## src/rtl/sign_narrow5_pkg.sv

```systemverilog
// sign_narrow5_pkg -- shared widths, immediate limits and result type for the
// 8-to-5 bit signed narrowing pipeline (sign_narrow5).
//
// Contents:
//   DATA_W / IMM5_W   operand and immediate widths
//   IMM5_MAX/IMM5_MIN largest and smallest 5-bit signed immediates
//   ERR_CNT_MAX       saturation value of the error counter
//   narrow_res_t      {fit, imm} result of one narrowing operation
package sign_narrow5_pkg;

    localparam int DATA_W = 8;
    localparam int IMM5_W = 5;

    localparam logic [IMM5_W-1:0] IMM5_MAX    = 5'b01111;
    localparam logic [IMM5_W-1:0] IMM5_MIN    = 5'b10000;
    localparam logic [7:0]        ERR_CNT_MAX = 8'hFF;

    typedef struct packed {
        logic              fit;
        logic [IMM5_W-1:0] imm;
    } narrow_res_t;

endpackage

```

## src/rtl/sign_narrow5_if.sv

```systemverilog
// sign_narrow5_if -- operand-in / immediate-out streaming bus of sign_narrow5.
//
// Signals:
//   in_valid, in_ready, in_data     operand channel (producer -> unit)
//   out_valid, out_ready            result channel (unit -> consumer)
//   out_imm, out_fit                narrowed immediate and fit flag
//
// Handshake: on both channels a transfer happens on a rising clk edge where
// valid && ready are both 1. The sender holds valid and its payload stable
// until that transfer; ready may change freely and never waits on valid.
//
// Modports:
//   master  producer/consumer side (test harness, upstream logic)
//   slave   the narrowing unit
interface sign_narrow5_if;
    import sign_narrow5_pkg::*;

    logic              in_valid;
    logic              in_ready;
    logic [DATA_W-1:0] in_data;
    logic              out_valid;
    logic              out_ready;
    logic [IMM5_W-1:0] out_imm;
    logic              out_fit;

    modport master (
        output in_valid, in_data, out_ready,
        input  in_ready, out_valid, out_imm, out_fit
    );

    modport slave (
        input  in_valid, in_data, out_ready,
        output in_ready, out_valid, out_imm, out_fit
    );

endinterface

```

## src/rtl/sign_narrow5_core.sv

```systemverilog
// narrow5_core -- combinational 8-to-5 bit signed narrowing.
//
// Ports:
//   data_i  8-bit two's-complement operand
//   res_o   {fit, imm}: fit = operand lies in -16..+15; imm = narrowed value
//
// Build option SIGN_NARROW_SAT_EN: when defined, out-of-range operands clamp to
// +15 / -16 by sign; otherwise they truncate to data_i[4:0].
module narrow5_core
    import sign_narrow5_pkg::*;
(
    input  logic [DATA_W-1:0] data_i,
    output narrow_res_t       res_o
);

    logic fit;

    // Fits exactly when bits 7..4 are all copies of the sign bit.
    assign fit = (data_i[7:4] == 4'b0000) || (data_i[7:4] == 4'b1111);

    always_comb begin
        res_o.fit = fit;
        res_o.imm = data_i[IMM5_W-1:0];
`ifdef SIGN_NARROW_SAT_EN
        if (!fit) begin
            res_o.imm = data_i[DATA_W-1] ? IMM5_MIN : IMM5_MAX;
        end
`endif
    end

endmodule

```

## src/rtl/sign_narrow5.sv

```systemverilog
// sign_narrow5 -- two-stage pipeline narrowing 8-bit signed operands to the
// 5-bit signed immediate field, with range-error bookkeeping.
//
// Ports:
//   clk         rising-edge clock
//   rst_n       asynchronous active-low reset, clears the whole pipeline
//   bus         sign_narrow5_if.slave: in_valid/in_ready/in_data operand
//               channel, out_valid/out_ready/out_imm/out_fit result channel
//   err_clr     synchronous clear of err_sticky / err_count (wins over a
//               same-cycle error)
//   err_sticky  set by any non-fitting operand passing S1 -> S2
//   err_count   number of non-fitting operands, saturates at 255
//
// Build option SIGN_NARROW_SAT_EN selects saturate (defined) or truncate
// (undefined) for non-fitting operands; see narrow5_core.
//
// Stage 1 holds the raw operand; narrow5_core works on it combinationally.
// Stage 2 holds the result and drives the outputs. Latency is two cycles.
module sign_narrow5
    import sign_narrow5_pkg::*;
(
    input  logic                clk,
    input  logic                rst_n,
    sign_narrow5_if.slave       bus,
    input  logic                err_clr,
    output logic                err_sticky,
    output logic [7:0]          err_count
);

    logic              s1_valid_q, s1_valid_d;
    logic [DATA_W-1:0] s1_data_q,  s1_data_d;
    logic              s2_valid_q, s2_valid_d;
    narrow_res_t       s2_res_q,   s2_res_d;
    logic              err_sticky_q, err_sticky_d;
    logic [7:0]        err_count_q,  err_count_d;

    narrow_res_t       s1_res;
    logic              s1_adv;
    logic              s2_adv;
    logic              err_event;

    narrow5_core u_core (
        .data_i (s1_data_q),
        .res_o  (s1_res)
    );

    // A stage may load when it is empty or its contents move on this edge;
    // in_ready is therefore combinational from out_ready.
    assign s2_adv    = !s2_valid_q || bus.out_ready;
    assign s1_adv    = !s1_valid_q || s2_adv;
    assign err_event = s1_valid_q && s2_adv && !s1_res.fit;

    always_comb begin
        s1_valid_d   = s1_valid_q;
        s1_data_d    = s1_data_q;
        s2_valid_d   = s2_valid_q;
        s2_res_d     = s2_res_q;
        err_sticky_d = err_sticky_q;
        err_count_d  = err_count_q;

        if (s1_adv) begin
            s1_valid_d = bus.in_valid;
            if (bus.in_valid) begin
                s1_data_d = bus.in_data;
            end
        end

        if (s2_adv) begin
            s2_valid_d = s1_valid_q;
            if (s1_valid_q) begin
                s2_res_d = s1_res;
            end
        end

        if (err_clr) begin
            err_sticky_d = 1'b0;
            err_count_d  = 8'd0;
        end else if (err_event) begin
            err_sticky_d = 1'b1;
            if (err_count_q != ERR_CNT_MAX) begin
                err_count_d = err_count_q + 8'd1;
            end
        end
    end

    always_ff @(posedge clk or negedge rst_n) begin
        if (!rst_n) begin
            s1_valid_q   <= 1'b0;
            s1_data_q    <= '0;
            s2_valid_q   <= 1'b0;
            s2_res_q     <= '0;
            err_sticky_q <= 1'b0;
            err_count_q  <= 8'd0;
        end else begin
            s1_valid_q   <= s1_valid_d;
            s1_data_q    <= s1_data_d;
            s2_valid_q   <= s2_valid_d;
            s2_res_q     <= s2_res_d;
            err_sticky_q <= err_sticky_d;
            err_count_q  <= err_count_d;
        end
    end

    assign bus.in_ready  = s1_adv;
    assign bus.out_valid = s2_valid_q;
    assign bus.out_imm   = s2_res_q.imm;
    assign bus.out_fit   = s2_res_q.fit;
    assign err_sticky    = err_sticky_q;
    assign err_count     = err_count_q;

endmodule

```

## src/flat_wrapper.sv

```systemverilog
// flat-port wrapper written by rule: the top's interface ports become plain ports
module sign_narrow5_flat import sign_narrow5_pkg::*;
  (clk, rst_n, err_clr, err_sticky, err_count, bus_in_valid, bus_in_data, bus_out_ready, bus_in_ready, bus_out_valid, bus_out_imm, bus_out_fit);
  sign_narrow5_if bus_i ();
  input  logic clk;
  input  logic rst_n;
  input  logic err_clr;
  output logic err_sticky;
  output logic [7:0] err_count;
  input wire logic [$bits(bus_i.in_valid)-1:0] bus_in_valid;
  input wire logic [$bits(bus_i.in_data)-1:0] bus_in_data;
  input wire logic [$bits(bus_i.out_ready)-1:0] bus_out_ready;
  output wire logic [$bits(bus_i.in_ready)-1:0] bus_in_ready;
  output wire logic [$bits(bus_i.out_valid)-1:0] bus_out_valid;
  output wire logic [$bits(bus_i.out_imm)-1:0] bus_out_imm;
  output wire logic [$bits(bus_i.out_fit)-1:0] bus_out_fit;
  assign bus_i.in_valid = bus_in_valid;
  assign bus_i.in_data = bus_in_data;
  assign bus_i.out_ready = bus_out_ready;
  assign bus_in_ready = bus_i.in_ready;
  assign bus_out_valid = bus_i.out_valid;
  assign bus_out_imm = bus_i.out_imm;
  assign bus_out_fit = bus_i.out_fit;
  sign_narrow5 u_core (.clk(clk), .rst_n(rst_n), .bus(bus_i), .err_clr(err_clr), .err_sticky(err_sticky), .err_count(err_count));
endmodule
```

## config.mk

```make
export PLATFORM = sky130hd
export DESIGN_NAME = sign_narrow5_flat
export DESIGN_NICKNAME = d
export VERILOG_FILES = /design/src/rtl/sign_narrow5_pkg.sv /design/src/rtl/sign_narrow5_if.sv /design/src/rtl/sign_narrow5_core.sv /design/src/rtl/sign_narrow5.sv /design/src/flat_wrapper.sv
export SDC_FILE = /design/constraint.sdc
export NUM_CORES = 1
export LEC_CHECK = 0
export ABC_AREA = 1
export CAP_MARGIN = 10
export CORE_UTILIZATION = 30
export CTS_BUF_LIST = sky130_fd_sc_hd__clkbuf_8
export DETAILED_ROUTE_END_ITERATION = 10
export GPL_TIMING_DRIVEN = 0
export PLACE_DENSITY = 0.5
export SLEW_MARGIN = 20
export SYNTH_ARGS = -nofsm -noshare
export SYNTH_HDL_FRONTEND = slang
export SYNTH_SLANG_ARGS = --single-unit
```

## constraint.sdc

```tcl
create_clock -name clk -period 1.4 [get_ports clk]
set_input_delay 0.42 -clock clk [delete_from_list [all_inputs] [get_ports clk]]
set_output_delay 0.42 -clock clk [all_outputs]
set_load 0.01 [all_outputs]
```

==> metrics.cfg <==
[pwr]
swShare=0.3044
p_int_mw=1.285
ir_drop_mv=0.5145
seq_power_share=0.484
p_leak_nw=0.8816
p_clk_frac=0.240
p_comb_frac=0.276
p_sw_uw=562.2
power_density_nw_per_um2=1045

[setup_path]
cp_num_buf_inv=1
cp-start-kind=register
worstPathMaxFanout=2
critPathMaxStageDelay_ns=0.39
cp_cell_sequence=dlygate4sd2_1
rrSetupSlack_ns=0.07
worstSetupPathType=register to output pin
critPathArrivalTime_ns=0.95
crit_family=flip-flops
cp_slowest_cell=dfrtp_1
worstSetupEndpointType=output pin
critPathRequiredTime_ns=0.98

[clock_network]
tritoncts=yes
cts.clk_slew.worst_paths_ns=0.09
clock_path_buffers=2
cts_buffers=3
cts_max_level=1
clock-root-buffer=clkbuf_8
clkLatencyLatePin_ns=0.28
clkSinkCount=25
hold_buffers=0

[synthesis]
ys.flop_type=dfrtp_1
synth-edff-count=0
ys_seq_elements=25
yosysTopAreaCell=dfrtp_1
yosysWarningCount=0
netlist_area_um2=1202
async_reset_ff_frac=1.000
yosys-top-cells-area=dfrtp_1 52%, nand2_1 11%, nand3_1 8.3%
syn_inst=133
synth_top_area_share=0.5203
ys_types=22
yosys-top-cells-count=36 x nand2_1, 25 x dfrtp_1, 20 x nand3_1
synth_nets=147
yosysMostFrequentCell=nand2_1
ys_seq_area_frac=0.5203
syn_area_per_cell_um2=9.041

[placement]
dp_slack_ns=-0.6354
portBuffers=29
gp_congestion=0.7421
dp_hpwl_um=1807

[timing]
whs_ns=0.1222
max_freq_ghz=0.7277
fin_tns_setup_ns=0
finalHoldViolCount=0
tightestPinTransition_ns=0.5505
finalSetupViolCount=0
slew_viol_final=0
slew_headroom=0.6330
rsz0062_at_grt=yes
layout_setup_ws_ns=0.02573
post-route-min-period_ns=1.374
finClkSkew_ns=0.005564
fin_crit_sh=0.9816

[routing]
route.detailed.drc=0
dr.pass1.iters=4
via_per_inst=4.668
avgRoutedWirePerCell_um=11.61
drt-total-wl_um=2658
via_count=1069
postRouteAntennaNets=0
drtIter0Drc=38

[finish]
fin_nets=196
fill_cells=398
area_delta_synth_final_pct=47.03
antennaDiodeCount=0
drive_gt1_frac=0.2983

[grt]
grt_pass1_vias=1058
grt_start_max_net_pins=26
gr-total-overflow=0
grt_pass1_wl_um=4623
track_usage=0.1425
grt_antenna_before_repair=0

[floorplanning]
die_y_um=65.31
core_um2=3744
die-area_um2=4265
pin_count=30
die_w_um=65.31
rows=22
start_util=0.3212

[job]
timing.max_cap.violations=0

[worst_hold_path]
holdCritPathClass=primary input to asynchronous set/reset pin

[outcome]
status=completed

layer usage:
metal | vias up | global-route usage | routed length, um
met3 | 5 | 0.02083 | 89
met1 | 526 | 0.1703 | 1134
met5 | - | 0 | 0
met2 | 14 | 0.2487 | 1384
li1 | 524 | - | -
met4 | 0 | 0.06793 | 49
path summary, 6_finish.rpt:
check / cells after the start / startpoint / endpoint
worst max-delay path: 1 / u_core.err_count[1]$_DFFE_PN0P_ / err_count[1]
worst min-delay path: 1 / rst_n / u_core.s1_data_q[0]$_DFFE_PN0P_
worst max register to register: 8 / u_core.err_count[1]$_DFFE_PN0P_ / u_core.err_count[4]$_DFFE_PN0P_
worst min register to register: 2 / u_core.s1_data_q[2]$_DFFE_PN0P_ / u_core.bus.out_imm[2]$_DFFE_PN0P_
max in group asynchronous: 1 / rst_n / u_core.bus.out_valid$_DFFE_PN0P_
min in group clk: 2 / u_core.s1_data_q[2]$_DFFE_PN0P_ / u_core.bus.out_imm[2]$_DFFE_PN0P_
logic make-up after synthesis:
family | count (synthesis) | synth area share
AOI/OAI and AO/OA | 6 | 0.03851
muxes | 7 | 0.06555
and+or+nand+nor | 77 | 0.3007
xor gates and xnor gates | 2 | 0.01457
buffers and inverters | 15 | 0.04995
adders and majority gates | 1 | 0.01040
DFF | 25 | 0.5203
layout by cell type (no fill, tap or decap), types with 3 or more instances in the layout:
master           instances
dlygate4sd2_1           10
buf_4                   14
nand3_2                  9
nand2_1                 36
dfrtp_1                 21
nor2_4                   3
nor2_1                  13
buf_2                    3
clkdlybuf4s15_1          6
inv_1                    9
nand3_1                 12
inv_2                    4
dfrtp_2                  4
clkdlybuf4s50_1         10
mux2_2                   5
clkbuf_8                 3
state kept, by name, indices dropped and copies added (netlist names):
register / flops
u_core.bus.out_fit: 1
u_core.bus.out_imm: 5
u_core.bus.out_valid: 1
u_core.err_count: 8
u_core.err_sticky: 1
u_core.s1_data_q: 8
u_core.s1_valid_q: 1
final cells by class:
type,instances,area (um2),share of cell area
clock buffer,3,41.29,0.02335
sequential,25,630.6,0.3567
inverter,14,55.05,0.03114
timing repair buffer,44,394.1,0.2229
buffer,1,5.005,0.002831
clock inverter,1,5.005,0.002831
multi-input combinational,93,576.8,0.3263
tap,48,60.06,0.03397
worst register-to-register path, cell delays in order, from the launching register on:
cell and delay (ns):
dfrtp_1 0.39, buf_4 0.16, ha_4 0.16, nand3_2 0.10
buf_4 0.12, xor2_1 0.13, inv_1 0.05, nand3_1 0.07
nand2_1 0.05
per-stage QoR:
step	total power [mW]	cells	area [um2]	utilization
after global placement	1.365	210	1553	0.4148
after CTS	1.799	225	1669	0.4459
after detailed placement	1.375	210	1548	0.4134
after floorplan	1.132	133	1202	-
after global routing	1.957	229	1768	0.4723
final	1.847	229	1768	0.4723
repair_timing:
action	CTS	global route
pin swaps	6	4
setup endpoints to repair	33	16
setup buffers	11	4
resized for setup	31	17
power by group through the flow:
stage	Sequential, mW	Clock (mW)	Combinational [mW]
final	0.894	0.444	0.509
after global routing	0.910	0.485	0.561
after CTS	0.894	0.460	0.446
after detailed placement	0.916	0	0.459
after global placement	0.911	0	0.454
after floorplan	0.936	0	0.196
Power figures use the tool's default switching activity.
